`config.mk`:
```
export PLATFORM = sky130hd
export DESIGN_NAME = cpu_uart_bridge
export DESIGN_NICKNAME = d
export VERILOG_FILES = /design/src/rtl/cpu_uart_bridge.sv
export SDC_FILE = /design/constraint.sdc
export NUM_CORES = 1
export LEC_CHECK = 0
export ABC_AREA = 1
export CAP_MARGIN = 20
export CORE_AREA = 2 2 102 104
export CTS_CLUSTER_DIAMETER = 200
export DETAILED_ROUTE_END_ITERATION = 7
export DIE_AREA = 0 0 104 106
export SETUP_SLACK_MARGIN = 0.4
export SYNTH_ARGS = -nofsm -noshare
export SYNTH_HDL_FRONTEND = slang
export SYNTH_SLANG_ARGS = --single-unit
export TNS_END_PERCENT = 1
```
`constraint.sdc`:
```
create_clock -name CLK -period 2.52 [get_ports CLK]
set_clock_uncertainty 0.15 [all_clocks]
set_input_delay 0.504 -clock CLK [delete_from_list [all_inputs] [get_ports CLK]]
set_output_delay 0.504 -clock CLK [all_outputs]
set_load 0.02 [all_outputs]
```
`src/rtl/cpu_uart_bridge.sv`:
```
// UART 8N1 bridge between the core's CPUOut/CPUIn I/O words and a serial line.
// Toggle handshakes on both directions so software only needs load/store polling.
module cpu_uart_bridge #(
    parameter int CLKS_PER_BIT = 16
) (
    input  logic        CLK,
    input  logic        Reset,
    input  logic [31:0] CPUOut,
    output logic [31:0] CPUIn,
    input  logic        RxD,
    output logic        TxD
);

    localparam int CW = $clog2(CLKS_PER_BIT);
    localparam logic [CW-1:0] bitLast  = CW'(CLKS_PER_BIT - 1);
    localparam logic [CW-1:0] halfLast = CW'(CLKS_PER_BIT / 2 - 1);

    typedef enum logic [1:0] {IDLE, START, DATA, STOP} uartState;

    uartState      txState;
    logic [CW-1:0] txCnt;
    logic [2:0]    txBit;
    logic [7:0]    txShift;
    logic          txAck;
    logic          txBusy;

    uartState      rxState;
    logic [1:0]    rxSync;
    logic [CW-1:0] rxCnt;
    logic [2:0]    rxBit;
    logic [7:0]    rxShift;
    logic [7:0]    rxByte;
    logic          rxToggle;
    logic          overrun;
    logic          frameErr;

    logic          unusedBits;

    assign unusedBits = ^CPUOut[31:11];
    assign txBusy     = (txState != IDLE);
    assign CPUIn      = {19'b0, frameErr, overrun, txBusy, txAck, rxToggle, rxByte};

    // TxD is registered so the start bit appears on the acceptance edge
    always_ff @(posedge CLK or posedge Reset) begin
        if (Reset) begin
            txState <= IDLE;
            txCnt   <= '0;
            txBit   <= '0;
            txShift <= '0;
            txAck   <= 1'b0;
            TxD     <= 1'b1;
        end else begin
            unique case (txState)
                IDLE: begin
                    if (CPUOut[8] != txAck) begin
                        txShift <= CPUOut[7:0];
                        txAck   <= CPUOut[8];
                        txCnt   <= '0;
                        TxD     <= 1'b0;
                        txState <= START;
                    end
                end
                START: begin
                    if (txCnt == bitLast) begin
                        txCnt   <= '0;
                        txBit   <= '0;
                        TxD     <= txShift[0];
                        txShift <= {1'b0, txShift[7:1]};
                        txState <= DATA;
                    end else begin
                        txCnt <= txCnt + 1'b1;
                    end
                end
                DATA: begin
                    if (txCnt == bitLast) begin
                        txCnt <= '0;
                        if (txBit == 3'd7) begin
                            TxD     <= 1'b1;
                            txState <= STOP;
                        end else begin
                            txBit   <= txBit + 1'b1;
                            TxD     <= txShift[0];
                            txShift <= {1'b0, txShift[7:1]};
                        end
                    end else begin
                        txCnt <= txCnt + 1'b1;
                    end
                end
                STOP: begin
                    if (txCnt == bitLast) begin
                        txCnt   <= '0;
                        txState <= IDLE;
                    end else begin
                        txCnt <= txCnt + 1'b1;
                    end
                end
                default: txState <= IDLE;
            endcase
        end
    end

    // Error clear comes first so a same-cycle error set overrides it
    always_ff @(posedge CLK or posedge Reset) begin
        if (Reset) begin
            rxState  <= IDLE;
            rxSync   <= 2'b11;
            rxCnt    <= '0;
            rxBit    <= '0;
            rxShift  <= '0;
            rxByte   <= '0;
            rxToggle <= 1'b0;
            overrun  <= 1'b0;
            frameErr <= 1'b0;
        end else begin
            rxSync <= {rxSync[0], RxD};
            if (CPUOut[10]) begin
                overrun  <= 1'b0;
                frameErr <= 1'b0;
            end
            unique case (rxState)
                IDLE: begin
                    if (!rxSync[1]) begin
                        rxCnt   <= '0;
                        rxState <= START;
                    end
                end
                START: begin
                    if (rxCnt == halfLast) begin
                        rxCnt   <= '0;
                        rxBit   <= '0;
                        rxState <= rxSync[1] ? IDLE : DATA;
                    end else begin
                        rxCnt <= rxCnt + 1'b1;
                    end
                end
                DATA: begin
                    if (rxCnt == bitLast) begin
                        rxCnt   <= '0;
                        rxShift <= {rxSync[1], rxShift[7:1]};
                        if (rxBit == 3'd7) begin
                            rxState <= STOP;
                        end else begin
                            rxBit <= rxBit + 1'b1;
                        end
                    end else begin
                        rxCnt <= rxCnt + 1'b1;
                    end
                end
                STOP: begin
                    if (rxCnt == bitLast) begin
                        rxCnt   <= '0;
                        rxState <= IDLE;
                        if (!rxSync[1]) begin
                            frameErr <= 1'b1;
                        end else if (rxToggle != CPUOut[9]) begin
                            overrun <= 1'b1;
                        end else begin
                            rxByte   <= rxShift;
                            rxToggle <= ~rxToggle;
                        end
                    end else begin
                        rxCnt <= rxCnt + 1'b1;
                    end
                end
                default: rxState <= IDLE;
            endcase
        end
    end

endmodule

```
* After elaboration in Yosys (flattened, before gate mapping)
Index checks and enable logic that the tools add are counted.
** Storage, ports and cells
- Word-level logic and storage cells :: 110
- Memories kept :: 0
- Output and inout bits :: 33
- ROM bits :: 0
- Register bits :: 49
- Bits in latches :: 0
- Memory bits (writable) :: 0
** Operators by class
- Divide/modulo/power cells :: 0
- Equal/unequal tests :: 25
- Bitwise logic cells :: 2
- Mux-type cells :: 47
- Add/sub/neg operators :: 4
- $mul :: 0
- Shift-type cells :: 0
- Reductions and logical operators :: 17
- Magnitude comparators :: 0
** Operators with widths (count)
- $mux 8 :: 4
- $ne 2x2->1 const B :: 12
- $pmux 8 s3 :: 1
- $mux 2 :: 11
- $mux 4 :: 5
- $mux 3 :: 6
- $pmux 2 s4 :: 2
- $reduce_and 4->1 :: 4
- $reduce_and 5->1 :: 3
- $mux 1 :: 13
- $pmux 3 s2 :: 2
- $pmux 4 s3 :: 1
- $add 4x1->4 const B :: 2
- $eq 2x2->1 const B :: 4
- $eq 4x4->1 const B :: 2
- $pmux 4 s2 :: 1
- $add 3x1->3 const B :: 2
- $eq 3x3->1 const B :: 2
- $reduce_bool 2->1 :: 3
- $eq 2x1->1 const B :: 2
- $eq 4x3->1 const B :: 1
- $logic_not 2->1 :: 2
- $reduce_and 2->1 :: 2
- $pmux 1 s3 :: 1
- other kinds (5) :: 7

* Logic depth before layout (Yosys ltp)
- Depth in word-level cells :: 5
- Mapped depth :: 9

* Least setup slack after synthesis
Ideal clock, no wire load.
- Path kind :: reg2reg
- From :: reg txState[0]
- To :: reg txShift[3]
- Required time :: 2.243 ns
- Setup time :: 0.127 ns
- Cell stages (with the launch flop) :: 9
- Buffers on the path :: 1
- Setup slack :: 0.851 ns
- Arrival :: 1.392 ns
- Cell sequence :: dfrtp_1 > inv_1 > ha_1 > or2_1 > nand2_2 > nand3_4 > buf_6 > nand2_1 > o21ai_0
** On the way
- Longest elaborated chain between the ends :: 3
- Elaborated cells between the ends (all ways) :: 10
- Those cells by class :: 6 x eq/ne; 1 x mux; 3 x reduce/logical
** Ends and longest elaborated chain
- start, declared :: line 20 : uartState txState;
- start signal, assigned :: line 46 : txState <= IDLE;
- start signal, assigned :: line 60 : txState <= START;
- start signal, assigned :: line 69 : txState <= DATA;
- $eq 2x2->1 (tied with other cells) :: line 53 : unique case (txState)
- $ne 2x2->1 (no line) / $reduce_bool 3->1 (equally long branches)
- $reduce_and 5->1 (no line)
- end signal, assigned :: line 56 : txShift <= CPUOut[7:0];
- end signal, assigned :: line 68 : txShift <= {1'b0, txShift[7:1]};
- end signal, assigned :: line 83 : txShift <= {1'b0, txShift[7:1]};
- end, declared :: line 23 : logic [7:0] txShift;
Parallel ways exist; a longest one is shown, timed or not.
A chain may end at the register's enable or synchronous reset.

* Worst setup path in the final report
- From :: reg TxD
- To :: out TxD
** RTL lines
- start, declared :: line 11 : output logic TxD
- start signal, assigned :: line 67 : TxD <= txShift[0];
- start signal, assigned :: line 82 : TxD <= txShift[0];
No word-level cell between the ends.

==> key figures <==
Route
  • Drt initial violations: slightly above 90
  • Drt via density: 3.976
  • DRC viols: 0
  • Post-Route WL: about 4600 um
  • Routed via count: around 1800
  • DR WL/cell: ~10 um
  • Pre-antenna DRT Iters: 4
  • ANT nets after route: 0

Final layout
  • Fin nets: 360
  • Register area: 1230 um2
  • Final cell count without fillers: between 400 and 500
  • Area taken by multi-input logic gates: 1082 um2
  • Fillers: between 1000 and 1500
  • Share of layout cells above drive strength 1: 0.1238
  • Antenna Cells: 0
  • Commonest non-fill, non-tap cell in the layout: nand2_1
  • Area Overhead vs Synth: 16.10%
  • Most frequent cells in the layout: nand2_1, dfrtp_1, inv_1, o21ai_0, clkdlybuf4s50_1

Power
  • VDD IR-drop max: around 0.26 mV
  • P per Cell Area: just over 900 nW/um2
  • Leak pwr: roughly 1.4 nW

Global route
  • Total gr overflow: 0
  • Pin count of the biggest net entering global routing: 31
  • Initial antenna violation count: 0
  • Vias in the first global route: ~1800
  • First-pass GRT wire length: 8231 um
  • GRT Total Usage: 0.09026

Critical path
  • Slowest stage cell, crit path: clkdlybuf4s50_1
  • Worst path max stage delay: 600 ps
  • Arrival time of the worst setup path: between 1000 and 1500 ps
  • Worst Reg-to-Reg Cells: 7
  • Critical Path Fanout Max: 2
  • Worst path required time: 1870 ps
  • Setup Crit Path Kind: register to primary output
  • Cell family with most CP delay: buffers and inverters
  • R2R Setup Slk: just over 700 ps
  • Worst Setup End Kind: primary output
  • Crit start category: register
  • Worst Path Buf+Inv: 1
  • FF-to-FF End: txShift[2]$_DFFE_PP0P_
  • Worst path cell trace: clkdlybuf4s50_1
  • Worst reg2reg path startpoint: txState[1]$_DFFE_PP0P_

Place
  • DP Wirelength: around 3300 um
  • IO Port Bufs: 27
  • Post-placement cell count: 440
  • Gp weighted congestion: ~0.76

Clock network
  • Clock transition at path regs: 90 ps
  • # clock sinks: 49
  • Clk root buf: clkbuf_8
  • CTS tree: yes
  • Clock latency on the worst-skew pair: 310 ps
  • Clk buf depth: 2
  • CTS Buf Count: 5
  • CTS hold repair buffers: 0
  • Max H-tree Level: 2

STA
  • Tcrit/Tclk final: 0.8365
  • Final hold violations: 0
  • Peak Freq: 0.4744 GHz
  • Final min period: around 2100 ps
  • Setup TNS Final: 0 ps
  • Final setup fails: 0
  • RSZ-0062 raised after global routing: yes
  • Max-slew violations: 0

Die
  • Ports: around 70
  • Core area: about 10000 um2
  • Die Area: about 11000 um2
  • Die Ht: approximately 110 um
  • Std cell rows: 37
  • Initial cell density of the core: 0.2604
  • Die Wd: roughly 100 um

Yosys
  • #FFs+latches synth: 49
  • Register area share after synthesis: 0.4724
  • Cell count after synthesis: 287
  • Syn Area/Cell: between 9 and 10 um2
  • Post-Syn Area: 2604 um2
  • Synth warn: 0
  • Synth unique cells: 30

Worst hold path
  • Hold path endpoint: rxSync[1]$_DFF_PP1_
  • Tightest Hold Check Type: register to register
  • Hold Crit Start: rxSync[0]$_DFF_PP1_
  • Hold depth: 0

Run
  • Maximum capacitance violations: 0

Run status
  • Status: complete, no violations
registers in the layout, indices dropped and copies added, names as in the netlist, named ones only:
register / cells
overrun: 1
txAck: 1
rxToggle: 1
rxState: 1
rxCnt: 4
rxSync: 2
TxD: 1
rxShift: 8
txState: 2
rxByte: 8
frameErr: 1
rxBit: 3
txCnt: 4
txShift: 8
txBit: 3
worst max-delay path by stage:
stage / to / startpoint / depth (start not counted)
2_1_floorplan: asynchronous set/reset pin / Reset / 1
3_3_place_gp: CPUIn[10] / txState[0]$_DFFE_PP0P_ / 4
3_5_place_dp: CPUIn[10] / txState[0]$_DFFE_PP0P_ / 4
4_1_cts: TxD / TxD$_DFFE_PP1P_ / 1
5_1_grt: TxD / TxD$_DFFE_PP1P_ / 1
6_report: TxD / TxD$_DFFE_PP1P_ / 1
cell type report:
type                       count  share of cell area
sequential                    49              0.4069
inverter                      37             0.04594
clock inverter                 3            0.007036
clock buffer                   5             0.02276
tap                          136             0.05629
multi-input combinational    190              0.3580
timing repair buffer          31              0.1031
metal layers:
metal	vias up	GRT usage	part of all wire
li1	926	-	-
met1	824	0.1159	0.49
met2	38	0.1471	0.45
met3	5	0.02330	0.040
met4	0	0.03282	0.014
met5	-	0	0
Yosys cell counts, drive strengths merged:
| master | instances | area (um2) |
|---|---|---|
| nand3 | 22 | 152.7 |
| ha | 11 | 137.6 |
| mux2i | 7 | 70.07 |
| xnor2 | 1 | 8.760 |
| o31ai | 1 | 7.510 |
| dfrtp | 46 | 1151 |
| inv | 37 | 138.9 |
| buf | 29 | 222.7 |
| nand2 | 64 | 250.2 |
| conb | 1 | 3.750 |
| xor2 | 3 | 26.28 |
| o21ai | 43 | 245.2 |
| dfstp | 3 | 78.83 |
| nor2 | 10 | 55.06 |
| a21oi | 3 | 15.01 |
| o21a | 1 | 7.510 |
| or2 | 3 | 18.77 |
| nand3b | 1 | 7.510 |
| nand4 | 1 | 6.260 |
metrics by stage:
| step | cell area [um2] | power, mW | hold WS [ps] | setup slack [ps] | utilization |
|---|---|---|---|---|---|
| 6_report | 3023 | 2.820 | 210.8 | 412.0 | 0.3023 |
| 5_1_grt | 3023 | 3.086 | 221.2 | 363.4 | 0.3023 |
| 4_1_cts | 2998 | 2.816 | 214.2 | 395.5 | 0.2998 |
| 3_5_place_dp | 2909 | 2.335 | 197.3 | 486.4 | 0.2909 |
| 3_3_place_gp | 2909 | 2.284 | 199.6 | 516.7 | 0.2909 |
| 2_1_floorplan | 2671 | 2.119 | 195.2 | 698.1 | - |
power by group:
part | leakage, nW | internal [mW] | switching, mW
logic | 0.720 | 0.481 | 0.737
clock network | 0.0445 | 0.197 | 0.278
registers | 0.639 | 0.980 | 0.147
kinds of logic after synthesis:
| group | synth area share |
|---|---|
| compound gates | 0.1057 |
| fa+ha+maj | 0.05286 |
| mux | 0.02691 |
| simple gates | 0.1884 |
| xor+xnor | 0.01346 |
| buf+inv | 0.1389 |
| other cells | 0.001440 |
| flops | 0.4724 |
repair_timing:
item | in CTS | in global routing
endpoints found under the setup margin | 2 | 2
endpoints found under the hold margin | 0 | 0
resized for setup | 1 | 1
setup buffers | 0 | 3
gates cloned | 0 | 0
Note: power is estimated with default switching activity, not from simulation.
